**src/rtl/pipeline_hazard_controller.sv**
```systemverilog
// Stall/flush controller for a five-stage in-order pipeline. Load-use stalls, redirect flushes
// and memory holds are decided combinationally each cycle; state and perf counters live in flops.
module pipeline_hazard_controller (
    input  logic        clock,
    input  logic        reset,
    input  logic [4:0]  decodeRs1,
    input  logic [4:0]  decodeRs2,
    input  logic        decodeUsesRs1,
    input  logic        decodeUsesRs2,
    input  logic [4:0]  executeRd,
    input  logic        executeMemoryReadEnable,
    input  logic        executePcUpdate,
    input  logic        memoryBusy,
    input  logic        clearCounters,
    output logic        pcWriteEnable,
    output logic        fetchDecodeWriteEnable,
    output logic        decodeExecuteWriteEnable,
    output logic        executeMemoryWriteEnable,
    output logic        fetchDecodeFlush,
    output logic        decodeExecuteFlush,
    output logic [1:0]  controllerState,
    output logic [15:0] stallCycleCount,
    output logic [15:0] redirectCount
);

    typedef enum logic [1:0] {
        RUN        = 2'd0,
        LOAD_STALL = 2'd1,
        MEM_WAIT   = 2'd2,
        REDIRECT   = 2'd3
    } state_t;

    state_t state;
    state_t next_state;
    logic   load_use_hazard;
    logic   redirect_event;

    assign load_use_hazard = executeMemoryReadEnable && (executeRd != 5'd0) &&
                             ((decodeUsesRs1 && (decodeRs1 == executeRd)) ||
                              (decodeUsesRs2 && (decodeRs2 == executeRd)));

    assign controllerState = state;

    // NOTE: non-blocking assignments for all flop state so every register samples pre-edge values.
    always_ff @(posedge clock or negedge reset) begin
        if (!reset) begin
            state <= RUN;
        end else begin
            state <= next_state;
        end
    end

    // NOTE: every output gets a default before the priority chain, so no path infers a latch.
    always_comb begin
        pcWriteEnable            = 1'b0;
        fetchDecodeWriteEnable   = 1'b0;
        decodeExecuteWriteEnable = 1'b0;
        executeMemoryWriteEnable = 1'b0;
        fetchDecodeFlush         = 1'b0;
        decodeExecuteFlush       = 1'b0;
        redirect_event           = 1'b0;
        next_state               = RUN;

        // While reset is asserted the pipeline is frozen with no flushes.
        if (reset) begin
            if (memoryBusy) begin
                next_state = MEM_WAIT;
            end else if (executePcUpdate) begin
                pcWriteEnable            = 1'b1;
                fetchDecodeWriteEnable   = 1'b1;
                decodeExecuteWriteEnable = 1'b1;
                executeMemoryWriteEnable = 1'b1;
                fetchDecodeFlush         = 1'b1;
                decodeExecuteFlush       = 1'b1;
                redirect_event           = 1'b1;
                next_state               = REDIRECT;
            end else if (load_use_hazard && (state != REDIRECT)) begin
                // Hold PC and fetch/decode, inject a bubble behind the load.
                decodeExecuteWriteEnable = 1'b1;
                decodeExecuteFlush       = 1'b1;
                executeMemoryWriteEnable = 1'b1;
                next_state               = LOAD_STALL;
            end else begin
                pcWriteEnable            = 1'b1;
                fetchDecodeWriteEnable   = 1'b1;
                decodeExecuteWriteEnable = 1'b1;
                executeMemoryWriteEnable = 1'b1;
                next_state               = RUN;
            end
        end
    end

    always_ff @(posedge clock or negedge reset) begin
        if (!reset) begin
            stallCycleCount <= 16'd0;
            redirectCount   <= 16'd0;
        end else if (clearCounters) begin
            stallCycleCount <= 16'd0;
            redirectCount   <= 16'd0;
        end else begin
            if (!pcWriteEnable && (stallCycleCount != 16'hFFFF)) begin
                stallCycleCount <= stallCycleCount + 16'd1;
            end
            if (redirect_event && (redirectCount != 16'hFFFF)) begin
                redirectCount <= redirectCount + 16'd1;
            end
        end
    end

endmodule

```
**config.mk**
```make
export PLATFORM = sky130hd
export DESIGN_NAME = pipeline_hazard_controller
export DESIGN_NICKNAME = d
export VERILOG_FILES = /design/src/rtl/pipeline_hazard_controller.sv
export SDC_FILE = /design/constraint.sdc
export NUM_CORES = 1
export LEC_CHECK = 0
export ABC_AREA = 1
export ABC_CLOCK_PERIOD_IN_PS = 2100
export BUFFER_PORTS_ARGS = -buffer_cell sky130_fd_sc_hd__buf_2
export CORE_MARGIN = 2
export CORE_UTILIZATION = 53
export CTS_CLUSTER_SIZE = 16
export DETAILED_ROUTE_END_ITERATION = 8
export MAX_ROUTING_LAYER = met4
export PLACE_DENSITY = 0.79
export SLEW_MARGIN = 20
export SYNTH_ARGS = -nofsm -noshare
export SYNTH_HDL_FRONTEND = slang
export SYNTH_SLANG_ARGS = --single-unit
```
**constraint.sdc**
```tcl
create_clock -name clock -period 2.1 [get_ports clock]
set_input_delay 0 -clock clock [delete_from_list [all_inputs] [get_ports clock]]
set_output_delay 0 -clock clock [all_outputs]
set_load 0.02 [all_outputs]
```
* Word-level counts from Yosys, hierarchy flattened
Cells that the tools add are included.
** Word-level totals
- Word-level logic and storage cells :: 43
- Input bits :: 23
- Flip-flop bits (word level) :: 34
** Operators by class
- $add $sub $neg :: 2
- Equal/unequal tests :: 5
- Mux-type cells :: 21
- Reduce and logical (&&, ||, !) cells :: 12
** Operator list (number)
- $mux 16 :: 4
- $add 16x1->16 const B :: 2
- $ne 16x16->1 const B :: 2
- $mux 1 :: 14
- $eq 5x5->1 :: 2
- $logic_and 1x1->1 :: 7
- $mux 2 :: 3
- $reduce_bool 5->1 :: 1
- $reduce_bool 2->1 :: 2
- $ne 2x2->1 const B :: 1
- $logic_not 1->1 :: 1
- $logic_or 1x1->1 :: 1

* Longest topological paths before layout
Gate-level depths: netlist of the first run.
- Depth in word-level cells :: 13
- Gate-level depth with buffers :: 13
- Mapped depth without buffers :: 12

* Worst setup path after synthesis of the first run
OpenSTA, ideal clock, no wires.
- Path type :: flip-flop to flip-flop
- From :: register stallCycleCount[0]
- To :: register stallCycleCount[6]
- Setup slack :: 408 ps
- Cell stages (with the launch flop) :: 10
- Setup time :: 117 ps
- Data arrival time :: 1575 ps
- Clock period less this slack :: 1692 ps
- Cells stage by stage :: dfrtp_1 ha_1 nand2_4 nor2_8 nand4_4 nand3_4 nand2_4 buf_12 nand2_2 nand2_1
** On the way
- Word-level cells in the longest chain between the ends :: 3
- Elaborated cells on any way between the ends :: 6
- Those cells by class :: add/sub (1); eq/ne (1); mux (2); reduce/logical (2)
** Ends and longest elaborated chain
- start: declaration :: RTL line 22 : output logic [15:0] stallCycleCount,
- start signal: assignment :: RTL line 102 : stallCycleCount <= stallCycleCount + 16'd1;
- $add 16x1->16 / $ne 16x16->1 (equally long branches) :: RTL line 102, 101
- $mux 16 / $logic_and 1x1->1 (equally long branches) :: RTL line 101 : if (!pcWriteEnable && (stallCycleCount != 16'hFFFF)) begin
- $mux 16 / $reduce_bool 2->1 (equally long branches)
Parallel ways exist; a longest one is shown, timed or not. The select of a mux whose other input is x is not followed.
A chain may end at the register's enable or synchronous reset.

* Final worst setup path of the first run
- From :: register redirectCount[0]
- To :: register redirectCount[15]
** On the way
- Word-level cells in the longest chain between the ends :: 3
- Elaborated cells on any way between the ends :: 6
- Those cells by class :: add/sub (1); eq/ne (1); mux (2); reduce/logical (2)
** Ends and longest elaborated chain
- start: declaration :: RTL line 23 : output logic [15:0] redirectCount
- start signal: assignment :: RTL line 105 : redirectCount <= redirectCount + 16'd1;
- $add 16x1->16 / $ne 16x16->1 (equally long branches) :: RTL line 105, 104
- $mux 16 / $logic_and 1x1->1 (equally long branches) :: RTL line 104 : if (redirect_event && (redirectCount != 16'hFFFF)) begin
- $mux 16 / $reduce_bool 2->1 (equally long branches)
Parallel ways exist; a longest one is shown, timed or not. The select of a mux whose other input is x is not followed.

==> metrics.md, run 1 <==
| Metric | Value |
|---|---|
| Class of the most critical setup path | `reg2reg` |
| Final #Nets | `441` |
| Critical path's slowest cell | `sky130_fd_sc_hd__dfrtp_1` |
| Max Fanout on Critical Path | `10` |
| Via total after detailed routing | `2,426` |
| Outcome | `complete, no violations` |
| Sequential-to-total area share from yosys stat | `between 30% and 40%` |
| Kind of end point of the critical path | `flop` |
| Synth Flop Type | `sky130_fd_sc_hd__dfrtp_1` |
| Root Buffer Master | `sky130_fd_sc_hd__clkbuf_8` |
| Portion of total power attributed to sequential cells | `41.3%` |
| Switching fraction of total power | `25.14%` |
| Slew Limit Headroom | `70.69%` |
| Share of final-layout standard cells stronger than drive strength 1 | `27.10%` |
| Detailed router's first-iteration violation count | `133` |
| Critical path startpoint category | `flop` |
| Clock-pin slew reported for the worst setup and hold paths after clock tree synthesis | `about 0.080 ns` |
| CP top delay family | `simple AND/OR/NAND/NOR gates` |
| Synthesized area per cell | `6.971 µm²` |
| Net switching power of the design | `0.4178 mW` |
| Setup violators final | `0` |
| RSZ-0062 raised after global routing | `no` |
| Clock insertion delay at the later pin of the skew report | `approximately 0.29 ns` |
| Cell with the most instances after synthesis | `sky130_fd_sc_hd__nand2_1` |
| Number of hold violations in the final report | `0` |
| Number of buffers created by CTS | `5` |
| Number of optimization iterations in the first detailed-route pass | `5` |
| Max Transition Viols Final | `0` |
| Dominant cells by area after synthesis | `sky130_fd_sc_hd__dfrtp_1 (35%), sky130_fd_sc_hd__nand2_1 (14%), sky130_fd_sc_hd__nor2_1 (8.5%), sky130_fd_sc_hd__nand3_1 (7.4%), sky130_fd_sc_hd__xor2_1 (5.0%)` |
| Area of the core region | `4384 µm²` |
| Combined buffer and inverter count along the critical path | `0` |
| Initial core utilization | `55.65%` |
| Crit path setup slack, layout | `0.2648 ns` |
| Global router's overall resource usage | `25.20%` |
| Final wirelength | `5877 µm` |
| Final worst path period share | `87.39%` |
| Final ANT Viol Nets | `0` |
| Ports placed on the boundary | `63` |
| Required time at the worst-slack endpoint | `2.28 ns` |
| Maximum count of clock buffers along a single path | `2` |
| Worst IR Drop VDD | `0.3561 mV` |
| Cell taking the most area after synthesis | `sky130_fd_sc_hd__dfrtp_1` |
| Fraction of registers with async set/reset | `100.0%` |
| Overflow left after global routing | `0` |
| CP Cell Sequence | `ha_1 -> nand3_1 -> nor2_1 -> nand3_1 -> nand2_2 -> nand2_2 -> nand4_1 -> o21ai_0` |
| Area fraction of the dominant cell type after synthesis | `34.87%` |
| Gate Count Post-Synth | `350` |
| Worst-margin pin slew | `approximately 0.44 ns` |
| CTS-repair resized insts | `0` |
| Vias per inst | `between 5 and 6` |
| Height of the die | `71.85 µm` |
| Number of flip-flops and latches in the synthesized netlist | `34` |
| Signed area change from the synthesized netlist to the final layout | `20.87%` |
| Number of buffers added on ports | `62` |
| Slowest cell delay on critical path | `between 0.4 and 0.5 ns` |
| First-pass GRT wire length | `9970 µm` |
| Worst hold path type | `in2reg` |
| DRC violations left | `0` |
| Clock share of power | `45.9%` |
| Sink count of the clock tree | `34` |
| Time the worst path needs with I/O delays and setup | `roughly 1.8 ns` |
| RD Place Congestion | `around 0.86` |
| Synth unique cells | `34` |
| Cell Int Power | `1.244 mW` |
| Static power due to leakage | `between 1.5 and 2 nW` |
| Timing-limited maximum frequency | `544.9 MHz` |
| Top cells by instance count after synthesis | `sky130_fd_sc_hd__nand2_1 (92), sky130_fd_sc_hd__nor2_1 (55), sky130_fd_sc_hd__nand3_1 (36), sky130_fd_sc_hd__dfrtp_1 (34), sky130_fd_sc_hd__inv_1 (29)` |
| Number of synthesis warnings | `0` |
| Number of nets in the synthesized netlist | `375` |
| Horiz. Die Dim | `71.85 µm` |
| Skew final | `0.01142 ns` |
| TritonCTS clock tree | `built` |
| TNS Setup | `0 ns` |
| Setup slack on the worst flop-to-flop path | `0.26 ns` |
| Routed length per placed instance | `between 10 and 15 µm` |
| Final HPWL DP | `4383 µm` |
| Number of flops mapped to enable cells by yosys | `0` |
| Antenna cells | `0` |
| Number of levels in the clock H-tree | `2` |
| Vias in the first global route | `2,216` |
| DIE AREA | `between 5000 and 6000 µm²` |
| Number of max-cap violations | `0` |
| Maximum number of pins on one net before global-route repair | `35` |
| Critical Path AT | `2.01 ns` |
| PD cells | `563.5 nW/µm²` |
| Logic pwr share | `12.8%` |
| Num rows | `24` |
| Initial antenna violation count | `0` |
| Area of the mapped netlist | `roughly 2400 µm²` |
| Post-placement setup slack | `0.3085 ns` |
## state kept, by name (all words and copies together) (netlist names)
register,flops
stallCycleCount,16
controllerState,2
redirectCount,16
## area by class of cell
cell class              instances  area (µm²)
multi-input cells             268        1381
clock inverters                 2       60.06
flip-flops and latches         34       850.8
fillers                       383        1435
well taps                      52       65.06
inverters                      39       146.4
repair buffers                 68       362.8
clock buffers                   6       82.58
## cells by family (layout without fill, tap and decap cells)
family                   count (synthesis)  count (layout)  synth area share (%)
flip-flops                              34              34                 34.87
XOR/XNOR                                15              15                 5.385
AO/OA/AOI/OAI                           22              22                 4.872
adder cells (fa/ha/maj)                  2               2                 1.025
AND/OR/NAND/NOR                        229             229                 45.33
buffers and inverters                   48             115                 8.512
## worst paths after layout
kind,start,endpoint,cells after the start
min in group asynchronous,reset,redirectCount[8]$_DFFE_PN0P_,3
min,clearCounters,redirectCount[0]$_DFFE_PN0P_,2
min reg2reg,redirectCount[3]$_DFFE_PN0P_,redirectCount[3]$_DFFE_PN0P_,1
max,redirectCount[0]$_DFFE_PN0P_,redirectCount[15]$_DFFE_PN0P_,8
max reg2reg,redirectCount[0]$_DFFE_PN0P_,redirectCount[15]$_DFFE_PN0P_,8
max in group asynchronous,reset,controllerState[1]$_DFF_PN0_,3
## layout by cell type (no fill, tap or decap), types with 2 or more instances in the layout
| cell type | n |
|---|---|
| sky130_fd_sc_hd__o21ai_0 | 7 |
| sky130_fd_sc_hd__buf_4 | 3 |
| sky130_fd_sc_hd__nor2_2 | 4 |
| sky130_fd_sc_hd__nor3_1 | 7 |
| sky130_fd_sc_hd__dfrtp_1 | 34 |
| sky130_fd_sc_hd__inv_1 | 29 |
| sky130_fd_sc_hd__inv_2 | 10 |
| sky130_fd_sc_hd__nor2_1 | 55 |
| sky130_fd_sc_hd__nor2_4 | 3 |
| sky130_fd_sc_hd__nand2_4 | 3 |
| sky130_fd_sc_hd__bufinv_16 | 2 |
| sky130_fd_sc_hd__nand3_1 | 36 |
| sky130_fd_sc_hd__ha_1 | 2 |
| sky130_fd_sc_hd__nand2_1 | 92 |
| sky130_fd_sc_hd__o31ai_1 | 2 |
| sky130_fd_sc_hd__nand2_2 | 13 |
| sky130_fd_sc_hd__nand4_1 | 7 |
| sky130_fd_sc_hd__dlygate4sd3_1 | 3 |
| sky130_fd_sc_hd__o21ai_1 | 5 |
| sky130_fd_sc_hd__buf_2 | 62 |
| sky130_fd_sc_hd__xor2_1 | 14 |
| sky130_fd_sc_hd__clkbuf_8 | 6 |
| sky130_fd_sc_hd__a21oi_1 | 6 |
## power groups by stage
stage	logic [mW]	registers (mW)	clock network, mW
after floorplan	0.119	0.713	0
after global placement	0.207	0.697	0
after detailed placement	0.208	0.699	0
after CTS	0.213	0.686	0.767
after global routing	0.237	0.689	0.793
final	0.213	0.687	0.763
## what timing repair did
| item | 4_1_cts | 5_1_grt |
|---|---|---|
| setup buffers | 0 | 0 |
| hold buffers | 3 | 0 |
| hold endpoints to repair | 35 | 0 |
## worst register-to-register path: stages (launching register included)
cell                      delay (ns)
sky130_fd_sc_hd__dfrtp_1        0.46
sky130_fd_sc_hd__ha_1           0.23
sky130_fd_sc_hd__nand3_1        0.09
sky130_fd_sc_hd__nor2_1         0.17
sky130_fd_sc_hd__nand3_1        0.16
sky130_fd_sc_hd__nand2_2        0.22
sky130_fd_sc_hd__nand2_2        0.18
sky130_fd_sc_hd__nand4_1        0.13
sky130_fd_sc_hd__o21ai_0        0.08
## per-layer routing
metal / part of all wire [%] / GRT usage [%] / vias up / wire length [µm]
met5: 0 / - / - / 0
met1: 48 / 34.09 / 1102 / 2833
met3: 5.4 / 3.797 / 7 / 318
met4: 1.1 / 6.918 / 0 / 65
li1: - / - / 1243 / -
met2: 45 / 39.71 / 74 / 2660
## stage by stage
stage	utilization, %	instance area, µm²	power (mW)	instances	hold WS [ns]
after detailed placement	63.33	2776	0.9076	458	0.1141
final	67.27	2949	1.662	469	0.1255
after global routing	67.27	2949	1.719	469	0.1741
after global placement	63.33	2776	0.9034	458	0.1076
after CTS	67.27	2949	1.667	469	0.1243
after floorplan	-	2440	0.8311	350	-0.2956
(Power assumes the default switching activity.)
==> inputs of run 2 (changes only) <==
CORE_ASPECT_RATIO = 0.8   (was unset)
==> metrics.md, run 2 (synthesized netlist as in run 1, its figures left out) <==
| Metric | Value |
|---|---|
| Setup violators final | `0 (unchanged)` |
| Slew Limit Headroom | `62.58% (-8.1 points)` |
| Number of optimization iterations in the first detailed-route pass | `4 (-1)` |
| Final worst path period share | `86.73% (-0.66 points)` |
| Grt met2 use | `37.29% (-2.4 points)` |
| Worst hold path startpoint | `memoryBusy` |
| Share of final-layout standard cells stronger than drive strength 1 | `26.92% (-0.18 points)` |
| PD cells | `481.1 nW/µm² (-15%)` |
| Number of hold violations in the final report | `0 (unchanged)` |
| Required time at the worst-slack endpoint | `2.28 ns (about the same)` |
| Post-placement setup slack | `0.2938 ns (-0.01471 ns)` |
| Leading cell types in the layout, fill and taps excluded | `sky130_fd_sc_hd__nand2_1 (92), sky130_fd_sc_hd__buf_2 (62), sky130_fd_sc_hd__nor2_1 (55)` |
| RR Startpoint | `stallCycleCount[0]$_DFFE_PN0P_` |
| Root Buffer Master | `sky130_fd_sc_hd__clkbuf_8` |
| Worst setup path endpoint | `stallCycleCount[2]$_DFFE_PN0P_` |
| Skew final | `0.009753 ns (-0.001666 ns)` |
| Worst-margin pin slew | `0.5607 ns (+0.1211 ns)` |
| DRC violations left | `0 (unchanged)` |
| TNS Setup | `0 ns (unchanged)` |
| Via total after detailed routing | `2,393 (-1.4%)` |
| Met1 Use GR | `36.23% (+2.1 points)` |
| Overflow left after global routing | `0 (unchanged)` |
| Most frequent standard cell in the layout excluding fill and tap cells | `sky130_fd_sc_hd__nand2_1` |
| Worst IR Drop VDD | `0.4706 mV (+32%)` |
| Class of the most critical setup path | `reg2reg` |
| Height of the die | `64.69 µm (-10%)` |
| Number of buffers created by CTS | `5 (unchanged)` |
| Area of the core region | `4514 µm² (+3.0%)` |
| Timing-limited maximum frequency | `549.0 MHz (+0.76%)` |
| Maximum count of clock buffers along a single path | `2 (unchanged)` |
| Launching element of the worst setup path | `stallCycleCount[0]$_DFFE_PN0P_` |
| Sink count of the clock tree | `34 (unchanged)` |
| Number of buffers added on ports | `62 (unchanged)` |
| Routed length per placed instance | `12.04 µm (-3.9%)` |
| Ports placed on the boundary | `63 (unchanged)` |
| Critical path startpoint category | `flop` |
| GR met3 Demand/Resource | `5.014% (+1.2 points)` |
| Detailed router's first-iteration violation count | `154 (+16%)` |
| Horiz. Die Dim | `79.86 µm (+11%)` |
| Setup slack on the worst flop-to-flop path | `0.28 ns (about the same)` |
| Crit path setup slack, layout | `0.2786 ns (+0.01376 ns)` |
| RSZ-0062 raised after global routing | `no` |
| Final ANT Viol Nets | `0 (unchanged)` |
| Initial antenna violation count | `0 (unchanged)` |
| Static power due to leakage | `1.538 nW (-1.8%)` |
| Worst reg-to-reg path cell count | `8 (unchanged)` |
| RD Place Congestion | `0.8800 (+2.2%)` |
| Outcome | `complete, no violations` |
| Max Transition Viols Final | `0 (unchanged)` |
| Global router's overall resource usage | `24.99% (-0.21 points)` |
| Signed area change from the synthesized netlist to the final layout | `18.77%` |
| Global-route layer with the greatest usage | `met2` |
| Clock insertion delay at the later pin of the skew report | `0.28 ns (about the same)` |
| First-pass GRT wire length | `10,010 µm (+0.35%)` |
| TritonCTS clock tree | `built` |
| Final wirelength | `5730 µm (-2.5%)` |
| Kind of end point of the critical path | `flop` |
| Num rows | `22 (-8.3%)` |
| Antenna cells | `0 (unchanged)` |
| Max Fanout on Critical Path | `17 (+7)` |
| Number of levels in the clock H-tree | `2 (unchanged)` |
| Worst hold path type | `in2reg` |
| Number of max-cap violations | `0 (unchanged)` |
| Initial core utilization | `54.05% (-1.6 points)` |
| Vias per inst | `5.027 (-2.8%)` |
| Critical Path AT | `2.00 ns (about the same)` |
| Worst r2r dst | `stallCycleCount[2]$_DFFE_PN0P_` |
| Final HPWL DP | `4237 µm (-3.3%)` |
| Vias in the first global route | `2,211 (-0.23%)` |
| Maximum number of pins on one net before global-route repair | `35 (unchanged)` |
| DIE AREA | `5165 µm² (about the same)` |
| Final #Nets | `440 (-0.23%)` |
| Clock-pin slew reported for the worst setup and hold paths after clock tree synthesis | `0.07 ns (about the same)` |
| Time the worst path needs with I/O delays and setup | `1.821 ns (-0.01376 ns)` |
-- run 2: final cells by class --
type                       count  area [µm²]
fill                         434        1617
multi-input combinational    268        1381
sequential                    34       850.8
timing repair buffer          67       352.8
inverter                      39       146.4
clock buffer                   7       86.33
tap                           60       75.07
clock inverter                 1       5.005
-- run 2: power breakdown --
group,switching (mW),total [mW],internal [mW]
Sequential,0.0189,0.686,0.667
Combinational,0.141,0.210,0.0693
Clock,0.234,0.498,0.265
-- run 2: through the flow --
step / utilization, % / instances / power, mW / area (µm²) / hold slack (ns)
after floorplan: - / 350 / 0.8311 / 2440 / -0.2956
after global placement: 61.72 / 466 / 0.9031 / 2786 / 0.09348
after detailed placement: 61.72 / 466 / 0.9072 / 2786 / 0.09293
final: 64.19 / 476 / 1.394 / 2898 / 0.008698
after global routing: 64.19 / 476 / 1.469 / 2898 / 0.03967
after CTS: 64.19 / 476 / 1.411 / 2898 / 0.009554
-- run 2: repair_timing --
| item | 4_1_cts | 5_1_grt |
|---|---|---|
| endpoints found under the hold margin | 35 | 0 |
| gates resized for setup | 0 | 0 |
| hold buffers | 2 | 0 |
| buffers inserted | 0 | 0 |
-- run 2: worst min-delay path by stage --
stage                                      end  cells past startpoint  slack [ns]
2_1_floorplan     controllerState[0]$_DFF_PN0_                      0       -0.30
3_3_place_gp   stallCycleCount[13]$_DFFE_PN0P_                      2        0.09
3_5_place_dp      controllerState[0]$_DFF_PN0_                      2        0.09
4_1_cts           controllerState[1]$_DFF_PN0_                      3        0.01
5_1_grt           controllerState[1]$_DFF_PN0_                      3        0.04
6_report          controllerState[1]$_DFF_PN0_                      3       0.009
-- run 2: per-layer routing --
layer  up-vias  part of all wire [%]
li1       1243                     -
met1      1063                    50
met2        85                    42
met3         2                   7.8
met4         0                  0.19
met5         -                     0
-- run 2: critical path: stages (launching register included) --
cell and delay, ns:
sky130_fd_sc_hd__dfrtp_1 0.46, sky130_fd_sc_hd__ha_1 0.28, sky130_fd_sc_hd__nand2_4 0.10, sky130_fd_sc_hd__nor2_8 0.14, sky130_fd_sc_hd__nand4_4 0.12, sky130_fd_sc_hd__nand3_4 0.22, sky130_fd_sc_hd__nand2_4 0.20, sky130_fd_sc_hd__nand2_1 0.13
sky130_fd_sc_hd__nand2_1 0.06
